--- src/rtl/product_accumulator.sv ---
// rtl/product_accumulator.sv - shifts and sums 4x4 partial products into the 8x8 product
// Optional sticky carry-out flag on port ovf is built when PROD_ACC_OVF_EN is defined.
module product_accumulator #(
  parameter int NIB_W   = 4,
  parameter int N_BEATS = 4
) (
  input  logic               clk,
  input  logic               reset_a,
  input  logic               start,
  input  logic               pp_valid,
  input  logic [2*NIB_W-1:0] pp_in,
  input  logic [1:0]         pp_shift,
  output logic               pp_ready,
  output logic [4*NIB_W-1:0] product,
  output logic               busy,
`ifdef PROD_ACC_OVF_EN
  output logic               ovf,
`endif
  output logic               done
);

  localparam int PROD_W = 4 * NIB_W;
  localparam int EXT_W  = 5 * NIB_W;
  localparam int CNT_W  = $clog2(N_BEATS + 1);
  localparam logic [CNT_W-1:0] LAST_BEAT = CNT_W'(N_BEATS - 1);

  typedef enum logic [1:0] {
    IDLE = 2'd0,
    ACC  = 2'd1,
    DONE = 2'd2
  } state_t;

  state_t              state_q, state_d;
  logic [PROD_W-1:0]   product_q, product_d;
  logic [CNT_W-1:0]    count_q, count_d;

  logic [EXT_W-1:0]    shifted;
  logic [PROD_W:0]     sum;
  logic                wrap;

  // Widened so bits pushed past the product by pp_shift=3 stay observable.
  always_comb begin
    shifted = {{(EXT_W - 2*NIB_W){1'b0}}, pp_in} << (NIB_W * int'(pp_shift));
    sum     = {1'b0, product_q} + {1'b0, shifted[PROD_W-1:0]};
    wrap    = sum[PROD_W] | (|shifted[EXT_W-1:PROD_W]);
  end

`ifdef PROD_ACC_OVF_EN
  logic ovf_q, ovf_d;
`else
  logic unused_wrap;
  assign unused_wrap = wrap;
`endif

  always_comb begin
    state_d   = state_q;
    product_d = product_q;
    count_d   = count_q;
`ifdef PROD_ACC_OVF_EN
    ovf_d     = ovf_q;
`endif
    case (state_q)
      IDLE, DONE: begin
        if (start) begin
          state_d   = ACC;
          product_d = '0;
          count_d   = '0;
`ifdef PROD_ACC_OVF_EN
          ovf_d     = 1'b0;
`endif
        end
      end
      ACC: begin
        // start wins over a beat presented in the same cycle
        if (start) begin
          product_d = '0;
          count_d   = '0;
`ifdef PROD_ACC_OVF_EN
          ovf_d     = 1'b0;
`endif
        end else if (pp_valid) begin
          product_d = sum[PROD_W-1:0];
          count_d   = count_q + 1'b1;
`ifdef PROD_ACC_OVF_EN
          ovf_d     = ovf_q | wrap;
`endif
          if (count_q == LAST_BEAT) begin
            state_d = DONE;
          end
        end
      end
      default: begin
        state_d = IDLE;
      end
    endcase
  end

  always_ff @(posedge clk) begin
    if (reset_a) begin
      state_q   <= IDLE;
      product_q <= '0;
      count_q   <= '0;
`ifdef PROD_ACC_OVF_EN
      ovf_q     <= 1'b0;
`endif
    end else begin
      state_q   <= state_d;
      product_q <= product_d;
      count_q   <= count_d;
`ifdef PROD_ACC_OVF_EN
      ovf_q     <= ovf_d;
`endif
    end
  end

  assign product  = product_q;
  assign pp_ready = (state_q == ACC);
  assign busy     = (state_q == ACC);
  assign done     = (state_q == DONE);
`ifdef PROD_ACC_OVF_EN
  assign ovf      = ovf_q;
`endif

endmodule
--- config.mk ---
export PLATFORM = sky130hd
export DESIGN_NAME = product_accumulator
export DESIGN_NICKNAME = d
export VERILOG_FILES = /design/src/rtl/product_accumulator.sv
export SDC_FILE = /design/constraint.sdc
export NUM_CORES = 1
export LEC_CHECK = 0
export CAP_MARGIN = 5
export CORE_AREA = 2 2 49 74
export CTS_CLUSTER_DIAMETER = 30
export DETAILED_ROUTE_END_ITERATION = 10
export DIE_AREA = 0 0 51 76
export MAX_ROUTING_LAYER = met4
export PLACE_DENSITY = 0.85
export SETUP_SLACK_MARGIN = 0.15
export SLEW_MARGIN = 40
export SYNTH_ARGS = -nofsm -noshare
export SYNTH_HDL_FRONTEND = slang
export SYNTH_SLANG_ARGS = --single-unit
--- constraint.sdc ---
create_clock -name clk -period 7.81 [get_ports clk]
set_input_delay 1.562 -clock clk [delete_from_list [all_inputs] [get_ports clk]]
set_output_delay 1.562 -clock clk [all_outputs]
set_load 0.1 [all_outputs]
### Yosys cells after proc, flatten, opt, wreduce, memory -nomap -nowiden

Cells that the tools add are included.

| cells by class | value |
|---|---|
| bitwise operators | 0 |
| multipliers | 0 |
| divide/modulo/power cells | 0 |
| add/sub/neg operators | 2 |
| eq/ne operators | 8 |
| muxes and demuxes | 13 |
| shift operators | 1 |
| $lt $le $gt $ge | 0 |
| reductions and logical operators | 5 |

Operators with widths:

| cell | number |
|---|---|
| two-way mux 16 bit | 3 |
| one-hot mux 16 bit (2 select lines) | 1 |
| adder 16 bit | 1 |
| << shifter 8 x 4 -> 16 bit | 1 |
| two-way mux 3 bit | 3 |
| two-way mux 2 bit | 4 |
| != test 2 bit, second input constant | 3 |
| one-hot mux 3 bit (2 select lines) | 1 |
| one-hot mux 2 bit (2 select lines) | 1 |
| AND reduction 4 bit | 1 |
| adder 3 x 1 -> 3 bit, second input constant | 1 |
| == test 3 x 2 -> 1 bit, second input constant | 1 |
| != test 3 bit, second input constant | 1 |
| AND reduction 3 bit | 1 |
| == test 2 x 1 -> 1 bit, second input constant | 1 |
| == test 2 bit, second input constant | 1 |
| logical NOT 2 bit | 1 |
| != test 2 x 1 -> 1 bit, second input constant | 1 |
| nonzero test 2 bit | 1 |
| OR reduction 2 bit | 1 |

| storage, ports and cells | value |
|---|---|
| word-level logic and storage cells | 32 |
| register bits | 21 |
| ROM bits | 0 |
| output and inout port bits | 19 |
| bits in writable memories | 0 |
| bits in latches | 0 |
| memories | 0 |
| input port bits | 14 |

### Logic depth before layout (Yosys ltp)

Gate-level depths: netlist of the first run.

| logic depth | value |
|---|---|
| depth in word-level cells | 5 |
| mapped depth | 11 |
| gate-level depth less buffers | 10 |

### Least setup slack after synthesis of the first run

OpenSTA, ideal clock, no wires.

| timing path | value |
|---|---|
| kind | input to register |
| start point | in pp_shift[0] |
| end point | reg product_q[14], in the netlist product[14] |
| setup slack | 3.879 ns |
| buffers on the path | 1 |
| arrival time | 3.812 ns |
| cell stages on the path | 11 |
| cells stage by stage | clkbuf_1 > nor2_1 > and2_1 > ha_1 > inv_1 > fa_1 > nor2b_1 > o2111ai_2 > a2111oi_0 > o31ai_1 > a32o_1 |

| between the ends | value |
|---|---|
| cells in the longest elaborated chain, start to end | 5 |

Ends and longest elaborated chain:

| item | line | text |
|---|---|---|
| from (decl) | 12 | `input logic [1:0] pp_shift,` |
| << shifter 8 x 4 -> 16 bit | 43 | `shifted = {{(EXT_W - 2*NIB_W){1'b0}}, pp_in} << (NIB_W * int'(pp_shift));` |
| adder 16 bit | 44 | `sum = {1'b0, product_q} + {1'b0, shifted[PROD_W-1:0]};` |
| two-way mux 16 bit | 81 | `end else if (pp_valid) begin` |
| two-way mux 16 bit | 75 | `if (start) begin` |
| one-hot mux 16 bit (2 select lines) | 62 | `case (state_q)` |
| to (signal assigned) | 108 | `product_q <= product_d;` |
| to (decl) | 34 | `logic [PROD_W-1:0] product_q, product_d;` |

Every way passes these cells. The select of a mux whose other input is x is not followed.
A chain may end at the register's enable or synchronous reset.

### Worst setup path after layout of the first run

Same ends and word-level chain as after synthesis.

==> run metrics, run 1 <==
status=finished, final reports clean; WL final=4.454 mm; Critical Path Slowest Stage Cell=clkdlybuf4s50_1; Cells after Synth=217; Num CTS Buffers=3; Max Cap Viol=0; ANT nets after route=0; worst vdd ir=0.09153 mV; routing usage on met1=26.48%; root buf cell=clkbuf_8; buffers and inverters on the worst path=2; clk_skew=2.204 ps; Post-CTS Setup Bufs=0; commonest register cell after synthesis=dfxtp_1; CP Class=in2reg; Die W=51 um; Top delay family on crit path=compound AO/OA/AOI/OAI gates; CTS tree=done; R2R Setup Slk=around 5300 ps; clock latency on the worst-skew pair=270 ps; Net Sw Power=0.00007897 W; hold_sp=product[12]; Core ar.=3286 um2; clock group share of total power=30.9%; startpoint types=input port; first-pass GRT wire length=7.320 mm; maximum clock rate=226.6 MHz; clk sinks=21; Hold Path End=product[12]; commonest non-fill, non-tap cells in the layout=21 x nor2_1, 21 x dfxtp_1, 19 x nand2_1, 19 x buf_2; post-layout min period=between 4000 and 5000 ps; Slew headroom=55.32%; H-tree Lvls=1; type of the worst min-delay path=reg2reg; async set-reset flop share out of synthesis=0%; R2R depth=8; drt wl/cell=about 16 um; # nets final=276; Site Rows=26; Starting Density=52.70%; layout cells sized above 1=12.35%; drt pass-1 iters=5; hold depth=2; Worst Tran Pin Value=between 600 and 700 ps; Layout Cells excl Fill=285; Fin. Hold Viols=0; Synth Cell Area=between 1500 and 2000 um2; initial DRC count=49; CP Data Arrival Time=4580 ps; hold-fix buffer count after cts=0; Global Route Usage Sum=between 20% and 30%; slowest stage delay, CP=560 ps; Layout area overhead=16.26%; initial antenna violation count=0; met2 usage=41.95%; worst-path cell chain=clkdlybuf4s50_1 > nor2_1 > and2_1 > ha_1 > inv_1 > fa_1 > nor2b_1 > o2111ai_2 > a2111oi_0 > o31ai_1 > a32o_1; Req. time, crit path=7970 ps; Die ar.=3876 um2; Vias=1724; Reg-to-Reg End=product[14]; Flop pwr share=a little under half; pwr/cell area=120.8 nW/um2; Post-synth EDFFs=0; Avg Inst Size Synth=7.980 um2; PortBufs=32; total global routing overflow=0; vias in the first global route=1634; met3 usage=slightly below 4%; Resized cells post-CTS=0; largest net degree at the start of global routing=17; Netlist cell types=50; Int Pwr=0.0001643 W; endpoint type of the worst setup path=flip-flop; Final setup violation count=0; # placed instances=281; Reg clk slew, reported paths=80 ps; Die Ht=around 76 um; antenna cells=0; DP HPWL=3.632 mm; CP max FO=7; DRC=0; syn_nets=249; r2r startpoint=product[0]; GPL Wtd Cong=about 0.9; setup_tns=0 ps; Slew Viols, Final=0; global route hottest layer=met2; sequential-to-total area share from yosys stat=24.28%; RSZ-0062 raised after global routing=false; fill cell count=286; Leakage=0.8870 nW; period utilization=a little under three fifths; worst-case clock buffer depth=2; Sw Share=32.47%; # IOs=33; Via density=6.049; Syn. warnings=0; flops & latches, synth=21; power share of the combinational group=24.0%
==> layer usage <==
layer,vias to the layer above,part of all wire [%]
li1,870,-
met1,794,40
met2,41,52
met3,19,3.3
met4,0,4.8
met5,-,0
==> cell usage after synthesis (2+ instances only) <==
cell type / count / area share (%)
a32o_1: 4 / 2.3
nor3_1: 3 / 0.87
clkbuf_1: 8 / 1.7
a21o_1: 7 / 3.0
a21oi_1: 17 / 4.9
or2_2: 2 / 0.72
a22o_1: 4 / 2.0
a21oi_2: 2 / 1.0
o22ai_1: 2 / 0.72
nand4_1: 4 / 1.4
mux2i_1: 4 / 2.3
a32oi_1: 2 / 1.0
a22oi_1: 4 / 1.7
o211ai_1: 2 / 0.87
nor2_1: 21 / 4.6
and2_1: 4 / 1.4
a211oi_1: 5 / 2.2
dfxtp_1: 21 / 24
xor2_1: 2 / 1.0
xnor2_1: 3 / 1.5
nor2b_1: 10 / 3.6
o31ai_1: 2 / 0.87
ha_1: 17 / 12
inv_1: 7 / 1.5
o21a_1: 4 / 1.7
nor3b_1: 3 / 1.3
nand2_1: 19 / 4.1
or4_1: 2 / 0.87
o21ai_0: 9 / 2.6
or3_1: 3 / 1.1
==> tightest hold or removal path: stages (launching register included) <==
cell and delay (ps):
dfxtp_1 330, nand2_1 60, o31ai_1 60
==> logic make-up (layout without fill, tap and decap cells) <==
family                   count (synthesis)  after routing  synth area share (%)
adder cells (fa/ha/maj)                 18             18                 13.44
AO/OA/AOI/OAI                           77             77                 32.01
AND/OR/NAND/NOR                         75             75                 21.46
multiplexers                             4              4                 2.312
buffers and inverters                   17             43                 3.974
XOR/XNOR                                 5              5                 2.529
flip-flops                              21             21                 24.28
==> state kept, by name, indices dropped and copies added, names as in the netlist <==
signal / cells
state_q: 2
count_q: 3
product: 16
==> power groups by stage <==
stage	Combinational, W	Clock, W	Sequential [W]
after CTS	0.0000581	0.0000776	0.000110
after global routing	0.0000631	0.0000827	0.000110
after detailed placement	0.0000579	0	0.000112
after floorplan	0.0000355	0	0.000119
final	0.0000583	0.0000751	0.000110
after global placement	0.0000588	0	0.000112
==> worst max-delay path by stage <==
stage                start           to  slack, ps  cells after the start
6_report       pp_shift[0]  product[14]       3400                     11
3_3_place_gp   pp_shift[0]  product[14]       3330                     11
2_1_floorplan  pp_shift[0]  product[14]       3880                     11
3_5_place_dp   pp_shift[1]  product[14]       3170                     11
4_1_cts        pp_shift[1]  product[14]       3450                     11
5_1_grt        pp_shift[1]  product[14]       3090                     11
==> area by class of cell <==
| cell class | count | area (um2) | share of cell area, % |
|---|---|---|---|
| inverter | 7 | 26.28 | 1.305 |
| multi-input combinational | 179 | 1242 | 61.72 |
| tap | 42 | 52.55 | 2.610 |
| timing repair buffer | 32 | 225.2 | 11.19 |
| clock buffer | 3 | 41.29 | 2.051 |
| clock inverter | 1 | 5.005 | 0.2486 |
| sequential | 21 | 420.4 | 20.88 |
==> through the flow <==
stage               cell area [um2]  util, %  setup WS, ps  hold WS (ps)  total power (W)
floorplan                      1732        -          3879         457.0        0.0001541
global placement               2062    62.76          3329         467.7        0.0001712
detailed placement             1967    59.86          3174         476.1        0.0001702
CTS                            2013    61.27          3448         489.0        0.0002455
global route                   2013    61.27          3091         505.8        0.0002560
finish                         2013    61.27          3396         487.4        0.0002432
Power figures use the tool's default switching activity.
==> inputs of run 2 (changes only) <==
--- a/config.mk
+++ b/config.mk
@@ -6,12 +6,12 @@
 export NUM_CORES = 1
 export LEC_CHECK = 0
 export CAP_MARGIN = 5
-export CORE_AREA = 2 2 49 74
+export CORE_AREA = 2 2 53 80
 export CTS_CLUSTER_DIAMETER = 30
 export DETAILED_ROUTE_END_ITERATION = 10
-export DIE_AREA = 0 0 51 76
+export DIE_AREA = 0 0 55 82
 export MAX_ROUTING_LAYER = met4
-export PLACE_DENSITY = 0.85
+export PLACE_DENSITY = 0.77
 export SETUP_SLACK_MARGIN = 0.15
 export SLEW_MARGIN = 40
 export SYNTH_ARGS = -nofsm -noshare
==> constraint.sdc (replaced) <==
create_clock -name clk -period 3.8 [get_ports clk]
set_input_delay 0.76 -clock clk [delete_from_list [all_inputs] [get_ports clk]]
set_output_delay 0.76 -clock clk [all_outputs]
set_load 0.1 [all_outputs]
==> run metrics, run 2 (same netlist as run 1, synthesis figures left out) <==
Slew headroom=53.61% (-1.7 points); Global Route Usage Sum=22.70% (-2.1 points); DP HPWL=3.743 mm (+3.1%); initial antenna violation count=0 (unchanged); Slew Viols, Final=0 (unchanged); setup_tns=0 ps (unchanged); max reg flops=16 (unchanged); hold-fix buffer count after cts=0 (unchanged); initial DRC count=44 (-10%); r2r startpoint=product[0]; Die ar.=4510 um2 (+16%); Site Rows=28 (+7.7%); Leakage=0.9074 nW (+2.3%); Worst Tran Pin Value=694.4 ps (+25.59 ps); post-layout min period=3326 ps; Fin. Hold Viols=0 (unchanged); Max Cap Viol=0 (unchanged); H-tree Lvls=1 (unchanged); Die W=55 um (+7.8%); largest net degree at the start of global routing=17 (unchanged); Reg clk slew, reported paths=80 ps (about the same); Reg-to-Reg End=product[14]; worst vdd ir=0.1817 mV (+98%); slowest stage delay, CP=500 ps (-60 ps); worst-case clock buffer depth=2 (unchanged); Starting Density=44.94% (-7.8 points); Final setup violation count=0 (unchanged); Hold Path End=product[12]; type of the worst min-delay path=reg2reg; vias in the first global route=1633 (-0.061%); CTS tree=done; period utilization=87.52%; GPL Wtd Cong=0.9168 (-0.20%); pwr/cell area=245.5 nW/um2 (+100%); drt pass-1 iters=4 (-1); R2R depth=8 (unchanged); antenna cells=0 (unchanged); Critical Path Slowest Stage Cell=a2111oi_0; clk_skew=3.822 ps (+1.618 ps); first-pass GRT wire length=7.300 mm (-0.27%); clk sinks=21 (unchanged); Num CTS Buffers=3 (unchanged); final worst slack=474.4 ps (-2922 ps); R2R Setup Slk=1440 ps (-3870 ps); CP Class=in2reg; Core ar.=3854 um2 (+17%); commonest non-fill, non-tap cells in the layout=21 x nor2_1, 21 x dfxtp_1, 19 x nand2_1; drt wl/cell=15.86 um (+1.5%); ANT nets after route=0 (unchanged); Layout area overhead=18.86%; # IOs=33 (unchanged); hold_ws=483.8 ps (-3.529 ps); maximum clock rate=300.7 MHz; hold depth=2 (unchanged); Resized cells post-CTS=0 (unchanged); buffers and inverters on the worst path=2 (unchanged); total global routing overflow=0 (unchanged); Via density=6.010 (-0.64%); Req. time, crit path=3960 ps (-4010 ps); CP Data Arrival Time=3490 ps (-1090 ps); fill cell count=383 (+34%); Vias=1761 (+2.1%); root buf cell=clkbuf_8; DRC=0 (unchanged); WL final=4.646 mm (+4.3%); CP max FO=5 (-2); worst-path cell chain=clkdlybuf4s50_1 > nor2_1 > and2_1 > ha_1 > inv_1 > fa_1 > nor2b_1 > o2111ai_2 > a2111oi_0 > o31ai_1 > a32o_1; # nets final=281 (+1.8%); RSZ-0062 raised after global routing=false; Top delay family on crit path=compound AO/OA/AOI/OAI gates; Post-CTS Setup Bufs=0 (unchanged); clock latency on the worst-skew pair=270 ps (about the same); status=finished, final reports clean; Die Ht=82 um (+7.9%); PortBufs=32 (unchanged); layout cells sized above 1=13.71% (+1.4 points); endpoint type of the worst setup path=flip-flop; hold_sp=product[12]; pre-CTS WS=220.4 ps (-2954 ps); startpoint types=input port
run 2: through the flow:
step | power (W) | std cells | area, um2 | utilization (%)
final | 0.0005053 | 293 | 2058 | 53.41
after global routing | 0.0005248 | 293 | 2058 | 53.41
after CTS | 0.0005064 | 293 | 2058 | 53.41
after detailed placement | 0.0003532 | 289 | 2013 | 52.24
after global placement | 0.0003542 | 289 | 2098 | 54.45
after floorplan | 0.0003167 | 217 | 1732 | -
run 2: worst max-delay path by stage:
stage / cells past startpoint / to / start
after floorplan: 11 / product[14] / pp_shift[0]
after global placement: 11 / product[14] / pp_shift[0]
after detailed placement: 11 / product[14] / pp_shift[0]
after CTS: 11 / product[14] / pp_shift[0]
after global routing: 11 / product[14] / pp_shift[0]
final: 11 / product[14] / pp_shift[0]
run 2: cell type report:
class	count	area, um2	area share (%)
Multi-Input combinational cell	179	1242	60.36
Sequential cell	21	420.4	20.43
Timing Repair Buffer	37	267.8	13.01
Tap cell	45	56.30	2.736
Clock buffer	4	45.04	2.188
Inverter	7	26.28	1.277
run 2: where the power goes:
| group | internal [W] | switching (W) |
|---|---|---|
| Combinational | 0.0000439 | 0.0000796 |
| Sequential | 0.000223 | 0.00000309 |
| Clock | 0.0000750 | 0.0000809 |
run 2: worst reg2reg max path: cells and delay by family (launching register included):
kind,cells,cell delay (ps)
flops,1,360
simple gates,1,200
buf+inv,1,60
compound gates,4,1040
fa+ha+maj,2,590
run 2: layer usage:
| layer | global-route usage, % | routed length [um] | up-vias | part of all wire (%) |
|---|---|---|---|---|
| met5 | - | 0 | - | 0 |
| met4 | 13.90 | 256 | 0 | 5.5 |
| met3 | 3.818 | 142 | 21 | 3.1 |
| met2 | 36.90 | 2371 | 43 | 51 |
| met1 | 25.00 | 1876 | 819 | 40 |
| li1 | - | - | 878 | - |
